<file path="config.mk">
export PLATFORM = sky130hd
export DESIGN_NAME = line_echo_ctrl
export DESIGN_NICKNAME = d
export VERILOG_FILES = /design/src/rtl/line_echo_pkg.sv /design/src/rtl/line_echo_ctrl.sv
export SDC_FILE = /design/constraint.sdc
export NUM_CORES = 1
export LEC_CHECK = 0
export CAP_MARGIN = 20
export CORE_MARGIN = 3
export CORE_UTILIZATION = 38
export CTS_CLUSTER_DIAMETER = 30
export DETAILED_ROUTE_END_ITERATION = 8
export MAX_ROUTING_LAYER = met4
export PLACE_DENSITY = 0.84
export SLEW_MARGIN = 20
export SYNTH_ARGS = -nofsm -noshare
export SYNTH_HDL_FRONTEND = slang
export SYNTH_SLANG_ARGS = --single-unit
</file>
<file path="constraint.sdc">
create_clock -name i_clk -period 1.5 [get_ports i_clk]
set_input_delay 0.3 -clock i_clk [delete_from_list [all_inputs] [get_ports i_clk]]
set_output_delay 0.3 -clock i_clk [all_outputs]
set_load 0.005 [all_outputs]
</file>
<file path="src/rtl/line_echo_pkg.sv">
// Shared definitions for the line echo datapath: controller state encoding
// and the default end-of-line byte.
package line_echo_pkg;

  typedef enum logic [1:0] {
    ST_FLUSH = 2'd0,  // discard FIFO residue left over from before reset
    ST_FILL  = 2'd1,  // collect received bytes until EOL
    ST_DRAIN = 2'd2,  // echo buffered line one byte at a time
    ST_GAP   = 2'd3   // one-cycle spacer after each transmit request
  } state_e;

  localparam logic [7:0] EOL_DEFAULT = 8'h0D;

endpackage

</file>
<file path="src/rtl/line_echo_ctrl.sv">
// Line echo controller: buffers received bytes into an external FWFT FIFO
// until an EOL byte arrives, then replays the whole line to the transmitter.
// Bytes arriving while not filling (or with the FIFO full) are dropped and
// flagged on a sticky overflow bit.
module line_echo_ctrl
  import line_echo_pkg::*;
#(
  parameter int             BW     = 8,
  parameter int             LGFLEN = 4,
  parameter logic [BW-1:0]  EOL    = BW'(EOL_DEFAULT)
)(
  input  logic              i_clk,
  input  logic              i_reset_n,
  input  logic              i_rx_stb,
  input  logic [BW-1:0]     i_rx_data,
  output logic              o_tx_stb,
  output logic [BW-1:0]     o_tx_data,
  input  logic              i_tx_busy,
  output logic              o_fifo_wr,
  output logic [BW-1:0]     o_fifo_data,
  input  logic              i_fifo_full,
  input  logic              i_fifo_empty,
  output logic              o_fifo_rd,
  input  logic [BW-1:0]     i_fifo_data,
  output logic [LGFLEN:0]   o_line_len,
  output logic              o_busy,
  output logic              o_overflow,
  input  logic              i_ovf_clr
);

  localparam logic [LGFLEN:0] LEN_MAX = {1'b1, {LGFLEN{1'b0}}};

  state_e state, state_nxt;
  logic   rx_eol;
  logic   tx_go;       // pop head byte and launch it to the transmitter
  logic   drain_done;  // line fully echoed, back to collecting
  logic   rx_drop;

  assign rx_eol      = i_rx_stb && (i_rx_data == EOL);
  assign rx_drop     = i_rx_stb && !o_fifo_wr;
  assign o_fifo_data = i_rx_data;
  assign o_busy      = (state != ST_FILL);

  // Next-state and FIFO handshake decode; write only in FILL, read only in
  // FLUSH/DRAIN, so the two strobes are mutually exclusive by construction.
  always_comb begin
    state_nxt  = state;
    o_fifo_rd  = 1'b0;
    o_fifo_wr  = 1'b0;
    tx_go      = 1'b0;
    drain_done = 1'b0;
    case (state)
      ST_FLUSH: begin
        o_fifo_rd = !i_fifo_empty;
        if (i_fifo_empty) state_nxt = ST_FILL;
      end
      ST_FILL: begin
        o_fifo_wr = i_rx_stb && !i_fifo_full;
        if (rx_eol) state_nxt = ST_DRAIN;
      end
      ST_DRAIN: begin
        if (!i_tx_busy) begin
          if (!i_fifo_empty && !o_tx_stb) begin
            o_fifo_rd = 1'b1;
            tx_go     = 1'b1;
            state_nxt = ST_GAP;
          end else if (i_fifo_empty) begin
            drain_done = 1'b1;
            state_nxt  = ST_FILL;
          end
        end
      end
      ST_GAP:  state_nxt = ST_DRAIN;
      default: state_nxt = ST_FLUSH;
    endcase
  end

  // State register.
  always_ff @(posedge i_clk or negedge i_reset_n) begin
    if (!i_reset_n) state <= ST_FLUSH;
    else            state <= state_nxt;
  end

  // Transmit request: one-cycle strobe, data held until the next launch.
  always_ff @(posedge i_clk or negedge i_reset_n) begin
    if (!i_reset_n) begin
      o_tx_stb  <= 1'b0;
      o_tx_data <= '0;
    end else begin
      o_tx_stb <= tx_go;
      if (tx_go) o_tx_data <= i_fifo_data;
    end
  end

  // Line length: counts accepted bytes, saturates, clears once drained.
  always_ff @(posedge i_clk or negedge i_reset_n) begin
    if (!i_reset_n)                           o_line_len <= '0;
    else if (drain_done)                      o_line_len <= '0;
    else if (o_fifo_wr && o_line_len != LEN_MAX) o_line_len <= o_line_len + 1'b1;
  end

  // Sticky overflow; a drop in the same cycle beats the clear.
  always_ff @(posedge i_clk or negedge i_reset_n) begin
    if (!i_reset_n)     o_overflow <= 1'b0;
    else if (rx_drop)   o_overflow <= 1'b1;
    else if (i_ovf_clr) o_overflow <= 1'b0;
  end

endmodule
</file>
* After elaboration in Yosys (flattened, before gate mapping) *
Index checks and enable logic that the tools add are counted.

word-level totals
  register bits after elaboration = 17
  bits in latches = 0
  RAM bits = 0
  bits in read-only memories = 0
  bits of input ports = 23
  logic and storage cells = 45
  memories kept = 0

operators by class
  add/sub/neg operators = 1
  multipliers = 0
  divide/modulo/power cells = 0
  $lt $le $gt $ge = 0
  equal/unequal tests = 8
  shift operators = 0
  mux-type cells = 18
  bitwise logic cells = 0
  reductions and logical operators = 13

operator list
  kind                                                   number
  two-way mux 1 bit                                      10
  two-way mux 5 bit                                      2
  equality test 8 x 4 -> 1 bit, second input constant    1
  two-way mux 2 bit                                      4
  case mux 2 bit (4 select lines)                        1
  adder 5 x 1 -> 5 bit, second input constant            1
  logical AND 1 bit                                      5
  inequality test 5 bit, second input constant           1
  equality test 2 bit, second input constant             2
  logical NOT 1 bit                                      4
  inequality test 2 bit, second input constant           2
  nonzero test 2 bit                                     2
  equality test 2 x 1 -> 1 bit, second input constant    1
  logical NOT 2 bit                                      1
  inequality test 2 x 1 -> 1 bit, second input constant  1
  case mux 1 bit (2 select lines)                        1
  AND reduction 2 bit                                    1

* Longest topological paths before layout *
Gate-level depths: netlist of the first run.

  word-level depth = 6
  mapped depth = 5
  mapped depth without buffers = 5

* Least setup slack after synthesis of the first run *
No wires, ideal clock.

  path type = flip-flop to flip-flop
  from = register o_line_len[0]
  to = register o_line_len[2]
  arrival time = 1.285 ns
  path slack = 0.135 ns
  stages on the path, launching flop included = 6
  period minus slack after synthesis = 1.365 ns
  path through = dfrtp_1 -> inv_1 -> ha_1 -> and4bb_2 -> nor3b_1 -> mux2i_1

on the way
  cells in the longest elaborated chain, start to end = 3
  elaborated cells on any way between the ends = 6

ends and longest elaborated chain
  what                                                           RTL line              source
  start, declared                                                line_echo_ctrl.sv:25  output logic [LGFLEN:0] o_line_len,
  start signal, assigned                                         line_echo_ctrl.sv:99  else if (o_fifo_wr && o_line_len != LEN_MAX) o_line_len <= o_line_len + 1'b1;
  adder 5 x 1 -> 5 bit or inequality test 5 bit (tied branches)  line_echo_ctrl.sv:99
  two-way mux 5 bit or logical AND 1 bit (tied branches)         line_echo_ctrl.sv:99
  two-way mux 5 bit or nonzero test 2 bit (tied branches)        n/a

Parallel ways exist; a longest one is shown, timed or not. The select of a mux whose other input is x is not followed.
A chain may end at the register's enable or synchronous reset.

* Worst setup path after layout of the first run *
  from = register state[0]
  to = register o_tx_data[1]

on the way
  cells in the longest elaborated chain, start to end = 2

ends and longest elaborated chain
  what                    RTL line              source
  start, declared         line_echo_ctrl.sv:33  state_e state, state_nxt;
  start signal, assigned  line_echo_ctrl.sv:81  else state <= state_nxt;
  equality test 2 bit     line_echo_ctrl.sv:52  case (state)
  two-way mux 1 bit       line_echo_ctrl.sv:52
  end signal, assigned    line_echo_ctrl.sv:91  if (tx_go) o_tx_data <= i_fifo_data;
  end, declared           line_echo_ctrl.sv:17  output logic [BW-1:0] o_tx_data,

Every way passes these cells.

==> impl_metrics.yaml, run 1 <==
status:
  status: "finished with violations"
  failing_checks: "setup timing"
clocking:
  tritoncts: "done"
  clock-root-buffer: "sky130_fd_sc_hd__clkbuf_4"
  cts.sink_count: 17
  clock_latency_late_sink_ns: 0.29
  maximum_buffer_depth_of_the_clock_tree: 2
  cts-buffers-inserted: 3
  cts_hold_repair.buffers: 0
  clk_pin_slew_worst_paths_ns: 0.10
  htree_num_levels: 1
floorplanning:
  floorplan.initialDensity_pct: 40.67
  vert_die_dim_um: 54.89
  floorplan.io_pins: 49
  coreArea_um2: 2233
  die_area_um2: 3013
  placement_rows: 17
  die-width_um: 54.89
logic_synthesis:
  syn_avg_cell_area_um2: 12.28
  ys_ff_latch: 17
  syn-num-nets: 99
  synth_top_cells_by_area: "sky130_fd_sc_hd__dfrtp_1 (47%), sky130_fd_sc_hd__mux2_4 (13%), sky130_fd_sc_hd__buf_4 (6.6%)"
  seq_area_frac_synth_pct: 46.83
  synthesis.instances: 74
  synthDominantAreaCellType: "sky130_fd_sc_hd__dfrtp_1"
  mapped_cell_area_um2: 908.4
  synth_warnings: 0
  synth-async-reset-ratio_pct: 100.0
  most_common_library_cells_after_synthesis: "sky130_fd_sc_hd__dfrtp_1 (17), sky130_fd_sc_hd__buf_4 (8), sky130_fd_sc_hd__mux2_4 (8)"
  postSynth.topFlopCell: "sky130_fd_sc_hd__dfrtp_1"
  post-synth-top-count-cell: "sky130_fd_sc_hd__dfrtp_1"
  synth.distinct_cells: 28
  yosys.area.top_type_share_pct: 46.83
  number_of_enable_flip_flop_cells_after_synthesis: 0
routing:
  vias: 805
  wl_met2_mm: 1.353
  antenna_left: 0
  drcViolationCount: 0
  drt_first_pass_iters: 4
  routedLengthMet1_um: 970
  dr.first_iter.drc_count: 13
  top_signal_layer_used: "met4"
  met3WireLength_um: 153
  post_drt_wl_per_cell_um: 15.10
  post_drt_via_cell_ratio: 4.820
  route.final.wire_length_mm: 2.522
timing:
  report.final.hold_viol_count: 0
  finalSetupViolations: 8
  final.hold.worst_slack_ns: 0.3240
  fmaxAchievable_ghz: 0.6497
  min_period_ns: 1.539
  fin_tns_setup_ns: -0.2013
  final.period_utilization_pct: 102.6
  postLayoutSetupSlackWorst_ns: -0.03925
  slew_headroom_pct: 84.14
  finClkSkew_ns: 0.002480
  maxSlewViolCount: 0
  grt_setup_unrepaired: "true"
  pin_slew_with_the_least_headroom_to_its_limit_ns: 0.2358
run:
  max_cap_viol_count: 0
worst_setup_path:
  critical_path_required_ns: 1.69
  crit_start: "state[0]"
  crit_path_end_kind: "register"
  timing.critical_path.from_type: "register"
  r2r-start: "state[0]"
  critical_path.max_fanout: 4
  critical_path_arrival_ns: 1.73
  criticalPathCategory: "register to register"
worst_hold_path:
  min_path_type: "primary input to async pin"
placed_design:
  place_area_um2: 1448
  hpwl_mm: 1.764
  post-place-ws_ns: -0.3235
  gpl.final_weighted_congestion: 0.6745
  dp_cells: 152
  port_buffers: 48
layout:
  synthToLayoutAreaGrowth_pct: 76.45
  drive_gt1_share_pct: 34.53
  final_nets: 165
  final_cell_count_no_fill: 167
  post-route-cell-area_um2: 1603
  antennaDiodeCount: 0
global_route:
  maximum_number_of_pins_on_one_net_before_global_route_repair: 18
  gr-total-overflow: 0
  grt_pass1_vias: 825
  grt_first_pass_wirelength_mm: 3.836
  gr-usage-all-layers_pct: 18.48
  grt_antenna_before_repair: 0
power_and_ir_drop:
  power.static_leakage_uw: 0.0008840
  power_density_of_the_placed_cells_nw_per_um2: 957.2
  ir_worst_vdd_v: 0.0005562
## area by class of cell
| cell class | count | area (um^2) |
|---|---|---|
| fill | 170 | 630.6 |
| clock inverter | 1 | 5.005 |
| clock buffer | 3 | 22.52 |
| sequential | 17 | 427.9 |
| timing repair buffer | 70 | 675.6 |
| multi-input combinational | 44 | 421.7 |
| tap | 28 | 35.03 |
| inverter | 4 | 15.01 |
## worst max-delay path: stages, from the launching register on
cell and delay [ns]:
sky130_fd_sc_hd__dfrtp_2 0.42, sky130_fd_sc_hd__buf_6 0.13, sky130_fd_sc_hd__buf_6 0.12, sky130_fd_sc_hd__nor2_4 0.07, sky130_fd_sc_hd__and3b_2 0.25, sky130_fd_sc_hd__clkbuf_16 0.16, sky130_fd_sc_hd__mux2_4 0.29
## stage by stage
stage          total power (uW)  util, %
6_report                   1534    71.76
5_1_grt                    1636    71.76
4_1_cts                    1520    69.19
3_5_place_dp               1191    64.82
3_3_place_gp               1164    64.82
2_1_floorplan             821.4        -
## power by group
part	leakage (uW)	internal [uW]	switching, uW
Clock	0.0000177	99.3	151
Combinational	0.000645	426	272
Sequential	0.000221	541	45.8
## worst paths after layout
check / to / slack, ns / cells past startpoint
min in group i_clk: o_tx_data[0] / 0.52 / 1
max reg2reg: o_tx_data[1] / -0.04 / 6
max in group asynchronous: state[0] / 0.97 / 2
max: o_tx_data[1] / -0.04 / 6
min reg2reg: o_tx_data[0] / 0.52 / 1
min: o_tx_data[4] / 0.32 / 2
## state kept, by name, indices dropped and copies added (netlist names)
name        cells
o_tx_stb        1
o_overflow      1
state           2
o_line_len      5
o_tx_data       8
## cell families (layout without fill, tap and decap cells)
group | count (synthesis) | in the layout | share of synthesized area (%)
AOI/OAI and AO/OA | 10 | 10 | 6.474
buffers and inverters | 13 | 78 | 9.504
and+or+nand+nor | 21 | 21 | 17.91
adders and majority gates | 2 | 2 | 2.754
DFF | 17 | 17 | 46.83
muxes | 11 | 11 | 16.53
## placed cells by master, fill, tap and decap left out, types with 2 or more instances in the layout
cell,instances
sky130_fd_sc_hd__o21ai_0,6
sky130_fd_sc_hd__dlygate4sd2_1,11
sky130_fd_sc_hd__buf_2,2
sky130_fd_sc_hd__clkbuf_4,3
sky130_fd_sc_hd__a21oi_1,2
sky130_fd_sc_hd__ha_1,2
sky130_fd_sc_hd__dfrtp_2,2
sky130_fd_sc_hd__dfrtp_1,15
sky130_fd_sc_hd__mux2_4,8
sky130_fd_sc_hd__nand4_1,2
sky130_fd_sc_hd__clkdlybuf4s50_1,27
sky130_fd_sc_hd__nand2_1,4
sky130_fd_sc_hd__nor2_4,2
sky130_fd_sc_hd__buf_6,3
sky130_fd_sc_hd__buf_4,17
sky130_fd_sc_hd__mux2i_1,3
sky130_fd_sc_hd__inv_1,3
sky130_fd_sc_hd__dlymetal6s2s_1,7
## routing by layer
metal	vias up	GRT usage, %
met3	4	4.021
met4	0	6.883
met2	34	31.89
li1	390	-
met1	377	20.91
met5	-	-
## repair_timing
item	4_1_cts	5_1_grt
endpoints found under the hold margin	0	0
endpoints found under the setup margin	17	21
gates cloned	0	1
pin swaps	3	2
resized for setup	28	13
setup buffers	9	3
Power figures use the tool's default switching activity.
==> run 2: changes to the inputs <==
--- a/config.mk
+++ b/config.mk
@@ -6,7 +6,6 @@
 export NUM_CORES = 1
 export LEC_CHECK = 0
 export CAP_MARGIN = 20
-export CORE_MARGIN = 3
 export CORE_UTILIZATION = 38
 export CTS_CLUSTER_DIAMETER = 30
 export DETAILED_ROUTE_END_ITERATION = 8
==> run 2 against run 1 <==
- the flow still finishes with violations (setup timing)
- worst setup slack worse by 0.0010 ns
- count of clock-buffer cells in the layout did not move
- global-route usage is 1.4 points higher
- maximum frequency about the same
- clock skew shrank 0.0011 ns
- clock power is essentially flat
- combinational power shrank 1%
- die area down 14%
- power decreased by 0.66%
- wire length down 4.1%
- flip-flop and latch count did not move
- largest cell class unchanged
==> impl_metrics.yaml, run 2 (synthesis results as in run 1) <==
timing:
  final.hold.worst_slack_ns: 0.3136
  grt_setup_unrepaired: "true"
  pin_slew_with_the_least_headroom_to_its_limit_ns: 0.2810
  finClkSkew_ns: 0.001364
  min_period_ns: 1.540
  report.final.hold_viol_count: 0
  fin_tns_setup_ns: -0.2880
  slew_headroom_pct: 81.10
  maxSlewViolCount: 0
  finalSetupViolations: 10
  postLayoutSetupSlackWorst_ns: -0.04026
  fmaxAchievable_ghz: 0.6492
  final.period_utilization_pct: 102.7
floorplanning:
  floorplan.initialDensity_pct: 40.67
  die-width_um: 50.89
  floorplan.io_pins: 49
  vert_die_dim_um: 50.89
  die_area_um2: 2590
  placement_rows: 17
  coreArea_um2: 2233
worst_setup_path:
  critical_path_required_ns: 1.20
  crit_path_end_kind: "primary output"
  critical_path_arrival_ns: 1.24
  timing.critical_path.from_type: "register"
  critical_path.slowest_cell: "sky130_fd_sc_hd__dfrtp_1"
  critical_path.max_fanout: 4
  criticalPathCategory: "register to primary output"
  crit_path_cell_trace: "buf_4 > or2b_1 > buf_2"
  cpPeakStageDelay_ns: 0.44
placed_design:
  gpl.final_weighted_congestion: 0.7251
  hpwl_mm: 1.666
  port_buffers: 48
routing:
  route.final.wire_length_mm: 2.419
  drt_first_pass_iters: 3
  drcViolationCount: 0
  vias: 833
  post_drt_via_cell_ratio: 4.787
  antenna_left: 0
  post_drt_wl_per_cell_um: 13.90
  dr.first_iter.drc_count: 2
global_route:
  grt_antenna_before_repair: 0
  gr-total-overflow: 0
  grt_first_pass_wirelength_mm: 3.691
  gr-usage-all-layers_pct: 19.88
  maximum_number_of_pins_on_one_net_before_global_route_repair: 18
  grt_pass1_vias: 849
clocking:
  cts-buffers-inserted: 3
  clock-root-buffer: "sky130_fd_sc_hd__clkbuf_4"
  tritoncts: "done"
  clk_pin_slew_worst_paths_ns: 0.10
  htree_num_levels: 1
  cts.sink_count: 17
  clock_latency_late_sink_ns: 0.29
  cts_hold_repair.buffers: 0
  maximum_buffer_depth_of_the_clock_tree: 2
power_and_ir_drop:
  power.static_leakage_uw: 0.0009573
  power.total_uw: 1524
  power_density_of_the_placed_cells_nw_per_um2: 920.8
  ir_worst_vdd_v: 0.0005900
layout:
  top_register: "o_tx_data"
  layout_common_cells: "sky130_fd_sc_hd__clkdlybuf4s50_1 (24), sky130_fd_sc_hd__buf_4 (24), sky130_fd_sc_hd__dfrtp_1 (16), sky130_fd_sc_hd__dlygate4sd2_1 (11), sky130_fd_sc_hd__dlymetal6s2s_1 (10)"
  seqCellArea_um2: 426.7
  largest_register_ffs: 8
  antennaDiodeCount: 0
  reg.largest.list: "o_tx_data x8, o_line_len x5, state x2"
  multiInputGateArea_um2: 415.4
  final_nets: 172
  drive_gt1_share_pct: 36.99
  synthToLayoutAreaGrowth_pct: 82.23
  num-fill-cells: 163
run:
  max_cap_viol_count: 0
status:
  status: "finished with violations"
  failing_checks: "setup timing"
worst_hold_path:
  min_path_type: "primary input to async pin"
run 2: report_power, final:
| group | switching, uW | leakage, uW | internal, uW |
|---|---|---|---|
| combinational | 260 | 0.000717 | 429 |
| clock | 150 | 0.0000177 | 99.3 |
| sequential | 45.7 | 0.000223 | 540 |
run 2: metrics by stage:
step	std cells	setup WS (ns)	area, um^2	util, %
3_5_place_dp	152	-0.3269	1448	64.82
6_report	174	-0.04026	1655	74.12
2_1_floorplan	74	0.1353	908.4	-
5_1_grt	174	-0.08419	1655	74.12
4_1_cts	164	-0.1031	1528	68.40
3_3_place_gp	152	-0.3255	1448	64.82
run 2: repair_timing:
| action | in CTS | in global routing |
|---|---|---|
| pin swaps | 3 | 4 |
| setup endpoints to repair | 17 | 24 |
| buffers inserted | 8 | 9 |
| resized for setup | 28 | 15 |
| cloned | 0 | 1 |
run 2: worst max-delay path: cells and delay by family (launching register included):
kind	cells	cell delay (ns)
buffers and inverters	2	0.29
DFF	1	0.44
and+or+nand+nor	1	0.21
run 2: per-layer routing:
metal	up-vias	track usage, %	routed length (um)
met5	-	-	0
met4	0	6.944	34
met3	4	3.571	93
met2	27	36.44	1393
met1	405	21.44	898
li1	397	-	-
run 2: layout make-up:
class                   instances  area share, %
well taps                      28          2.116
clock buffers                   3          1.361
multi-input cells              44          25.09
flip-flops and latches         17          25.77
clock inverters                 1         0.3023
repair buffers                 77          44.44
inverters                       4         0.9070
run 2: final timing paths:
kind | from | to | slack [ns] | cells past startpoint
worst max-delay path | state[1] | o_busy | -0.04 | 3
worst min-delay path | i_reset_n | o_tx_data[1] | 0.31 | 2
worst max register to register | state[0] | o_tx_data[7] | -0.04 | 6
worst min register to register | o_tx_data[1] | o_tx_data[1] | 0.52 | 1
max in group asynchronous | i_reset_n | state[0] | 0.99 | 2
min in group i_clk | o_tx_data[1] | o_tx_data[1] | 0.52 | 1
==> run 3: changes to the inputs <==
--- a/config.mk
+++ b/config.mk
@@ -6,11 +6,12 @@
 export NUM_CORES = 1
 export LEC_CHECK = 0
 export CAP_MARGIN = 20
-export CORE_UTILIZATION = 38
+export CORE_UTILIZATION = 40
+export CTS_BUF_LIST = sky130_fd_sc_hd__clkbuf_4
 export CTS_CLUSTER_DIAMETER = 30
 export DETAILED_ROUTE_END_ITERATION = 8
 export MAX_ROUTING_LAYER = met4
-export PLACE_DENSITY = 0.84
+export PLACE_DENSITY = 0.88
 export SLEW_MARGIN = 20
 export SYNTH_ARGS = -nofsm -noshare
 export SYNTH_HDL_FRONTEND = slang
==> run 3 against run 2 <==
- the flow still finishes with violations (setup timing)
- register-to-register slack worse by 0.04 ns
- clock power about the same
- final area down 1.4%
- die area down 4.8%
- final cell count down 1.7%
- clock skew up 0.0013 ns
- count of clock-buffer cells in the layout unchanged
- power up 2.2%
==> impl_metrics.yaml, run 3 (synthesis results as in run 1) <==
status:
  status: "finished with violations"
  failing_checks: "setup timing"
layout:
  final_nets: 170
  num-fill-cells: 135
  top_register: "o_tx_data"
  antennaDiodeCount: 0
  largest_register_ffs: 8
  post-route-cell-area_um2: 1632
  drive_gt1_share_pct: 38.19
  multiInputGateArea_um2: 414.1
  synthToLayoutAreaGrowth_pct: 79.61
  seqCellArea_um2: 427.9
  most_common_library_cell_in_the_layout_ignoring_fill_and_taps: "sky130_fd_sc_hd__clkdlybuf4s50_1"
  layout_common_cells: "sky130_fd_sc_hd__clkdlybuf4s50_1 (23), sky130_fd_sc_hd__buf_4 (22), sky130_fd_sc_hd__dfrtp_1 (15), sky130_fd_sc_hd__dlymetal6s2s_1 (12), sky130_fd_sc_hd__dlygate4sd2_1 (10)"
  final_cell_count_no_fill: 171
  reg.largest.list: "o_tx_data x8, o_line_len x5, state x2"
timing:
  pin_slew_with_the_least_headroom_to_its_limit_ns: 0.2725
  maxSlewViolCount: 0
  grt_setup_unrepaired: "true"
  finClkSkew_ns: 0.002623
  report.final.hold_viol_count: 0
  postLayoutSetupSlackWorst_ns: -0.08177
  final.period_utilization_pct: 105.5
  fmaxAchievable_ghz: 0.6322
  min_period_ns: 1.582
  finalSetupViolations: 9
  slew_headroom_pct: 81.64
floorplanning:
  placement_rows: 16
  die_area_um2: 2466
  die-width_um: 49.66
  coreArea_um2: 2042
  floorplan.initialDensity_pct: 44.49
  vert_die_dim_um: 49.66
  floorplan.io_pins: 49
global_route:
  grt_antenna_before_repair: 0
  grt_pass1_vias: 878
  gr-usage-all-layers_pct: 21.84
  gr-total-overflow: 0
  grt_first_pass_wirelength_mm: 3.864
  maximum_number_of_pins_on_one_net_before_global_route_repair: 18
clocking:
  clock_latency_late_sink_ns: 0.29
  cts_hold_repair.buffers: 0
  clk_pin_slew_worst_paths_ns: 0.10
  clock-root-buffer: "sky130_fd_sc_hd__clkbuf_4"
  tritoncts: "done"
  cts-buffers-inserted: 3
  cts.sink_count: 17
  htree_num_levels: 1
  maximum_buffer_depth_of_the_clock_tree: 2
worst_setup_path:
  ff2ff_setup_slack_ns: -0.08
  critical_path_required_ns: 1.69
  criticalPathCategory: "register to register"
  critical_path.max_fanout: 9
  crit_buf_inv: 3
  r2r.worst_path.cells: 6
  r2r-start: "state[1]"
  cpPeakStageDelay_ns: 0.43
  crit_path_end_kind: "register"
  critical_path.slowest_cell: "sky130_fd_sc_hd__dfrtp_2"
  critical_path_arrival_ns: 1.77
  crit_path_cell_trace: "buf_6 > buf_4 > nor2b_1 > and3b_2 > buf_12 > mux2_4"
  timing.critical_path.from_type: "register"
  crit_start: "state[1]"
  regToRegEndpoint: "o_tx_data[5]"
  timing.critical_path.max_delay_family: "flip-flops"
routing:
  dr.first_iter.drc_count: 8
  drt_first_pass_iters: 4
  antenna_left: 0
  post_drt_via_cell_ratio: 4.842
  vias: 828
  post_drt_wl_per_cell_um: 14.25
  route.final.wire_length_mm: 2.436
  drcViolationCount: 0
placed_design:
  gpl.final_weighted_congestion: 0.7030
  dp_cells: 149
  hpwl_mm: 1.675
  port_buffers: 48
  place_area_um2: 1431
power_and_ir_drop:
  power.static_leakage_uw: 0.0009830
  power_density_of_the_placed_cells_nw_per_um2: 954.6
  ir_worst_vdd_v: 0.0006351
worst_hold_path:
  min_path_type: "primary input to async pin"
run:
  max_cap_viol_count: 0
==> run 3: changes by cell type in the layout (fill, tap and decap cells not counted), moves of 2 or more <==
cell                             before  now
sky130_fd_sc_hd__buf_4               24   22
sky130_fd_sc_hd__nor2_2               0    2
sky130_fd_sc_hd__dlymetal6s2s_1      10   12
sky130_fd_sc_hd__nor2_4               2    0
==> run 3: worst register-to-register path: stages, from the launching register on <==
cell and delay (ns):
sky130_fd_sc_hd__dfrtp_2 0.43, sky130_fd_sc_hd__buf_6 0.13, sky130_fd_sc_hd__buf_4 0.13, sky130_fd_sc_hd__nor2b_1 0.13, sky130_fd_sc_hd__and3b_2 0.22, sky130_fd_sc_hd__buf_12 0.15, sky130_fd_sc_hd__mux2_4 0.29
==> run 3: worst max-delay path by stage <==
stage	cells after the start	end	slack, ns
2_1_floorplan	5	o_line_len[2]	0.14
3_3_place_gp	4	o_fifo_wr	-0.32
3_5_place_dp	4	o_fifo_rd	-0.34
4_1_cts	6	o_tx_data[3]	-0.08
5_1_grt	6	o_tx_data[7]	-0.13
6_report	6	o_tx_data[5]	-0.08
==> run 3: layout make-up <==
cell class	count	share of cell area [%]
inverter	4	0.9202
clock inverter	1	0.3067
multi-input combinational	44	25.38
timing repair buffer	75	43.71
sequential	17	26.23
clock buffer	3	1.380
tap	27	2.071
==> run 3: through the flow <==
stage / hold WS (ns) / utilization (%) / power (uW) / setup WS (ns) / TNS, ns
2_1_floorplan: 0.004409 / - / 821.4 / 0.1353 / 0
3_3_place_gp: 0.4863 / 70.10 / 1138 / -0.3153 / -3.398
3_5_place_dp: 0.4869 / 70.10 / 1170 / -0.3351 / -4.060
4_1_cts: 0.3250 / 74.57 / 1513 / -0.07617 / -0.5873
5_1_grt: 0.3348 / 79.90 / 1653 / -0.1317 / -1.141
6_report: 0.3186 / 79.90 / 1557 / -0.08177 / -0.6515
==> run 3: repair_timing <==
action | 4_1_cts | 5_1_grt
resized for setup | 28 | 19
buffers inserted | 11 | 15
pin swaps | 2 | 2
endpoints found under the setup margin | 17 | 26
==> run 3: power by group <==
group | switching [uW] | internal [uW]
logic | 270 | 448
clock network | 152 | 99.2
registers | 47.5 | 541
==> run 3: metal layers <==
layer	part of all wire [%]	GRT usage (%)	wire (um)	vias up
met2	56	40.09	1372	30
li1	-	-	-	396
met4	0.78	8.095	19	0
met1	39	22.75	943	400
met3	4.1	4.321	100	2
met5	0	-	0	-
==> RTL change 1: new RTL, config.mk and constraints of run 3 <==
Encoding of `state_e`: now one-hot (4 bits for 4 states).
--- a/src/rtl/line_echo_pkg.sv
+++ b/src/rtl/line_echo_pkg.sv
@@ -4,7 +4,7 @@
 
-  typedef enum logic [1:0] {
-    ST_FLUSH = 2'd0,  // discard FIFO residue left over from before reset
-    ST_FILL  = 2'd1,  // collect received bytes until EOL
-    ST_DRAIN = 2'd2,  // echo buffered line one byte at a time
-    ST_GAP   = 2'd3   // one-cycle spacer after each transmit request
+  typedef enum logic [3:0] {
+    ST_FLUSH = 4'b0001,  // discard FIFO residue left over from before reset
+    ST_FILL  = 4'b0010,  // collect received bytes until EOL
+    ST_DRAIN = 4'b0100,  // echo buffered line one byte at a time
+    ST_GAP   = 4'b1000   // one-cycle spacer after each transmit request
   } state_e;
Function: same outputs for any inputs over 10 cycles, from zero or initial values and one cycle with i_reset_n low; not proved beyond that.
==> RTL change 1 against run 3 <==
The run still ends with setup timing left; die area up 15%; sequential cell count up 2; final cell count up 18%; clock power up 8%; via count up 27%; setup slack worse by 0.49 ns; area after synthesis up 16%; cell area up 16%; sequential share of layout area down 1.1 points; count of clock-buffer cells in the layout unchanged; power up 51%; routed wire length up 26%; non-clock buffer count up 7.
==> RTL change 1: results (changes against run 3) <==
proportion of power drawn by flip-flops and latches 34.3% (-3.5 points); slowest cell on the critical path sky130_fd_sc_hd__dfrtp_1; Hold Path Class primary input to asynchronous set/reset pin; First-pass DRT Iterations 4 (unchanged); Post-Place Worst Slack -0.7572 ns (-0.4221 ns); clock skew after layout 0.003770 ns (+0.001147 ns); Post-DP HPWL 2060 um (+23%); number of design-rule violations left by the first detailed-router iteration 6 (-2); power spent charging and discharging nets 0.8102 mW (+72%); buffer count from post-CTS setup fixing 14 (+3); fraction of the yosys area taken by sequential cells 45.36% (-1.5 points); run status complete, but fails checks; number of global-route vias before repair 1132 (+29%); peak supply drop 0.9852 mV (+55%); number of CTS-inserted buffers 3 (unchanged); Syn Nets 124 (+25%); top cell types by occurrence after synthesis sky130_fd_sc_hd__dfrtp_1 (18), sky130_fd_sc_hd__buf_4 (8), sky130_fd_sc_hd__mux2_2 (7), sky130_fd_sc_hd__o21ai_0 (7), sky130_fd_sc_hd__inv_1 (6); largest driver fanout on the critical path 5 (-4); largest registers o_tx_data x8, o_line_len x5, state x4; worst-case clock buffer depth 2 (unchanged); routed vias/inst 5.203 (+7.5%); worst path setup slack after routing -0.5682 ns (-0.4864 ns); Comb pwr share 54.2% (+8.1 points); FF-to-FF End o_tx_data[2]$_DFFE_PN0P_; YS warnings 0 (unchanged); beginning of the worst register-to-register path state[3]$_DFFE_PN0P_; clock latency on the worst-skew pair 0.30 ns; Final Total Pwr 2.356 mW (+51%); worst r2r path cells 8 (+2); Setup Viol. Count Final 20 (+11); violated checks setup timing; routability congestion estimate from global placement 0.7851 (+12%); leakage power 1.021 nW (+3.9%); Most used DFF post-synth sky130_fd_sc_hd__dfrtp_1; actual transition at the worst max-transition pin 0.6766 ns (+0.4041 ns); count of distinct cell types in the synthesized netlist 37 (+32%); net total in the final layout 198 (+16%); total routing usage reported by global routing 24.64% (+2.8 points); placed inst area 1639 um2 (+15%); final routed wire length divided by cell count 15.22 um (+6.8%); fraction of final layout cells sized beyond drive strength 1 37.79% (-0.40 points); multi-input combinational cell area 539.3 um2 (+30%); wire length of the first global-routing pass 4733 um (+22%); biggest area contributors in the synthesized netlist sky130_fd_sc_hd__dfrtp_1 (43%), sky130_fd_sc_hd__mux2_2 (7.5%), sky130_fd_sc_hd__buf_4 (5.7%), sky130_fd_sc_hd__mux2i_1 (3.8%), sky130_fd_sc_hd__o21ai_0 (3.3%); # port buffers 48 (unchanged); signal arrival time at the worst endpoint 2.27 ns (+0.50 ns); pin count of the biggest net entering global routing 20 (+2); Largest stage delay, worst path 0.42 ns; clock slew at the register clock pins of the worst setup and hold paths 0.12 ns (+0.02 ns); # fillers 180 (+33%); total of cells resized after clock tree synthesis 49 (+75%)
RTL change 1: routing by layer:
layer | global-route usage (%) | part of all wire [%] | up-vias
met4 | 11.40 | 1.8 | 0
met2 | 44.79 | 53 | 52
met1 | 24.32 | 38 | 500
met3 | 6.034 | 6.9 | 8
li1 | - | - | 491
met5 | - | 0 | -
RTL change 1: metrics by stage:
| step | TNS (ns) | hold WS, ns | cells |
|---|---|---|---|
| 6_report | -8.816 | 0.3147 | 202 |
| 5_1_grt | -9.711 | 0.3288 | 202 |
| 4_1_cts | -7.647 | 0.3154 | 201 |
| 3_5_place_dp | -7.463 | 0.4988 | 182 |
| 3_3_place_gp | -6.629 | 0.4720 | 182 |
| 2_1_floorplan | -3.106 | 0.004409 | 99 |
RTL change 1: worst max-delay path, delay by kind of cell, from the launching register on:
kind	cells	cell delay [ns]
buffers and inverters	5	0.61
AND/OR/NAND/NOR	2	0.59
flip-flops	1	0.42
multiplexers	1	0.33
RTL change 1: area by class of cell:
class,instances,share of cell area (%)
clock buffer,3,1.188
clock inverter,1,0.2640
inverter,6,1.188
multi-input combinational,61,28.45
sequential,19,25.15
tap,30,1.980
timing repair buffer,82,41.78
RTL change 1: logic make-up (layout without fill, tap and decap cells):
| logic type | count (synthesis) | count (layout) | synth area share (%) |
|---|---|---|---|
| mux | 12 | 12 | 12.38 |
| buf+inv | 19 | 92 | 10.60 |
| compound gates | 17 | 17 | 9.762 |
| xor+xnor | 3 | 3 | 2.500 |
| fa+ha+maj | 2 | 2 | 2.381 |
| simple gates | 27 | 27 | 17.02 |
| flops | 19 | 19 | 45.36 |
==> RTL change 2: new RTL, config.mk and constraints of run 3 <==
Made on the original files. Change the parameter `LGFLEN` from 4 to 5.
--- a/src/rtl/line_echo_ctrl.sv
+++ b/src/rtl/line_echo_ctrl.sv
@@ -8,3 +8,3 @@
   parameter int             BW     = 8,
-  parameter int             LGFLEN = 4,
+  parameter int             LGFLEN = 5,
   parameter logic [BW-1:0]  EOL    = BW'(EOL_DEFAULT)
Ports: changed (resized o_line_len); port bits go from 49 to 50. No check against the original RTL was run, so the function may have changed too.
==> RTL change 2 against run 3 <==
The flow still finishes with violations (setup timing); maximum frequency rose by 3.3%; sequential cell count grew 1; critical path depth down 1; setup slack improved by 0.050 ns; clock skew up 0.0014 ns; cell area grew 5.3%; area after synthesis grew 6.2%; power grew 4.4%; routed wire length grew 14%; sequential share of layout area grew 0.14 points; first-iteration DRC count up 100%.
==> RTL change 2: results (changes against run 3) <==
multi-input gate share of total cell area 27.02% (+1.6 points); clock skew after layout 0.003976 ns (+0.001354 ns); complex-gate fraction of the synthesized area 5.707% (-0.77 points); signal arrival time at the worst endpoint 1.71 ns (-0.06 ns); # port buffers 49 (+2.1%); net total in the final layout 181 (+6.5%); wl on met1 1057 um (+12%); wire length of the first global-routing pass 3953 um (+2.3%); non-clock buffer share of cell area 41.73% (-2.0 points); register fraction of the total cell area 26.37% (+0.14 points); portion of netlist area occupied by mux cells 16.60% (+0.073 points); metal2 WL 1585 um (+16%); CTS Root Cell sky130_fd_sc_hd__clkbuf_4; Setup Viol. Count Final 5 (-4); top cell types by occurrence after synthesis sky130_fd_sc_hd__dfrtp_1 (18), sky130_fd_sc_hd__buf_4 (8), sky130_fd_sc_hd__mux2_4 (8), sky130_fd_sc_hd__nand2_1 (8); worst hold slack across all endpoints 0.3287 ns (+0.01007 ns); Logic inverters 6 (+2); number of global-route vias before repair 887 (+1.0%); largest registers o_tx_data x8, o_line_len x6, state x2; number of synthesized register bits 18 (+1); routing usage on met1 24.11% (+1.4 points); cell class contributing the biggest share of worst-path delay flip-flops; nonclk buf count 76 (+1.3%); multi-input combinational cell count 51 (+16%); number of design-rule violations left by the first detailed-router iteration 16 (+8); pin count of the biggest net entering global routing 19 (+1); Syn Nets 108 (+9.1%); violated checks setup timing; count of distinct cell types in the synthesized netlist 27 (-3.6%); # fillers 154 (+14%); leakage power 1.054 nW (+7.2%); biggest area contributors in the synthesized netlist sky130_fd_sc_hd__dfrtp_1 (47%), sky130_fd_sc_hd__mux2_4 (12%), sky130_fd_sc_hd__buf_4 (6.2%), sky130_fd_sc_hd__mux2i_1 (4.2%), sky130_fd_sc_hd__o21ai_0 (3.1%); Max-slew headroom 82.35% (+0.70 points); routability congestion estimate from global placement 0.7887 (+12%); met2 Use GR 39.69% (-0.40 points); run status complete, but fails checks; Top Layer Used met4; Post-DP HPWL 1789 um (+6.8%); DR vias 908 (+9.7%); total routing usage reported by global routing 21.51% (-0.33 points); CP Capture Point o_tx_data[7]$_DFFE_PN0P_; met3 GRT Util 2.976% (-1.3 points); worst r2r path cells 5 (-1); fraction of final layout cells sized beyond drive strength 1 35.48% (-2.7 points); n_diodes 0 (unchanged); fraction of the yosys area taken by sequential cells 46.69% (-0.14 points); Synth Area in Adders 2.594% (-0.16 points); peak supply drop 0.6070 mV (-4.4%); worst path setup slack after routing -0.03174 ns (+0.05003 ns); final routed wire length divided by cell count 15.11 um (+6.1%); routed length on met3 105 um (+5.0%); largest driver fanout on the critical path 4 (-5)
-- RTL change 2: report_power, final --
| group | leakage, nW | switching [mW] | internal (mW) | total [mW] |
|---|---|---|---|---|
| registers | 0.233 | 0.0602 | 0.570 | 0.630 |
| clock network | 0.0154 | 0.144 | 0.0964 | 0.240 |
| logic | 0.805 | 0.298 | 0.457 | 0.755 |
-- RTL change 2: what timing repair did --
item,CTS,global route
resized for setup,25,29
pin swaps,1,1
gates cloned,0,1
buffers inserted,13,6
setup endpoints to repair,17,32
-- RTL change 2: per-stage QoR --
step	worst slack (ns)	std cells	setup TNS [ns]	power (mW)	instance area, um2
after floorplan	0.1844	83	0	0.8881	964.7
after global placement	-0.3232	160	-3.729	1.197	1499
after global routing	-0.06043	183	-0.4435	1.744	1718
final	-0.03174	183	-0.09114	1.626	1718
after CTS	-0.1041	177	-0.9052	1.559	1612
after detailed placement	-0.3317	160	-4.383	1.221	1499
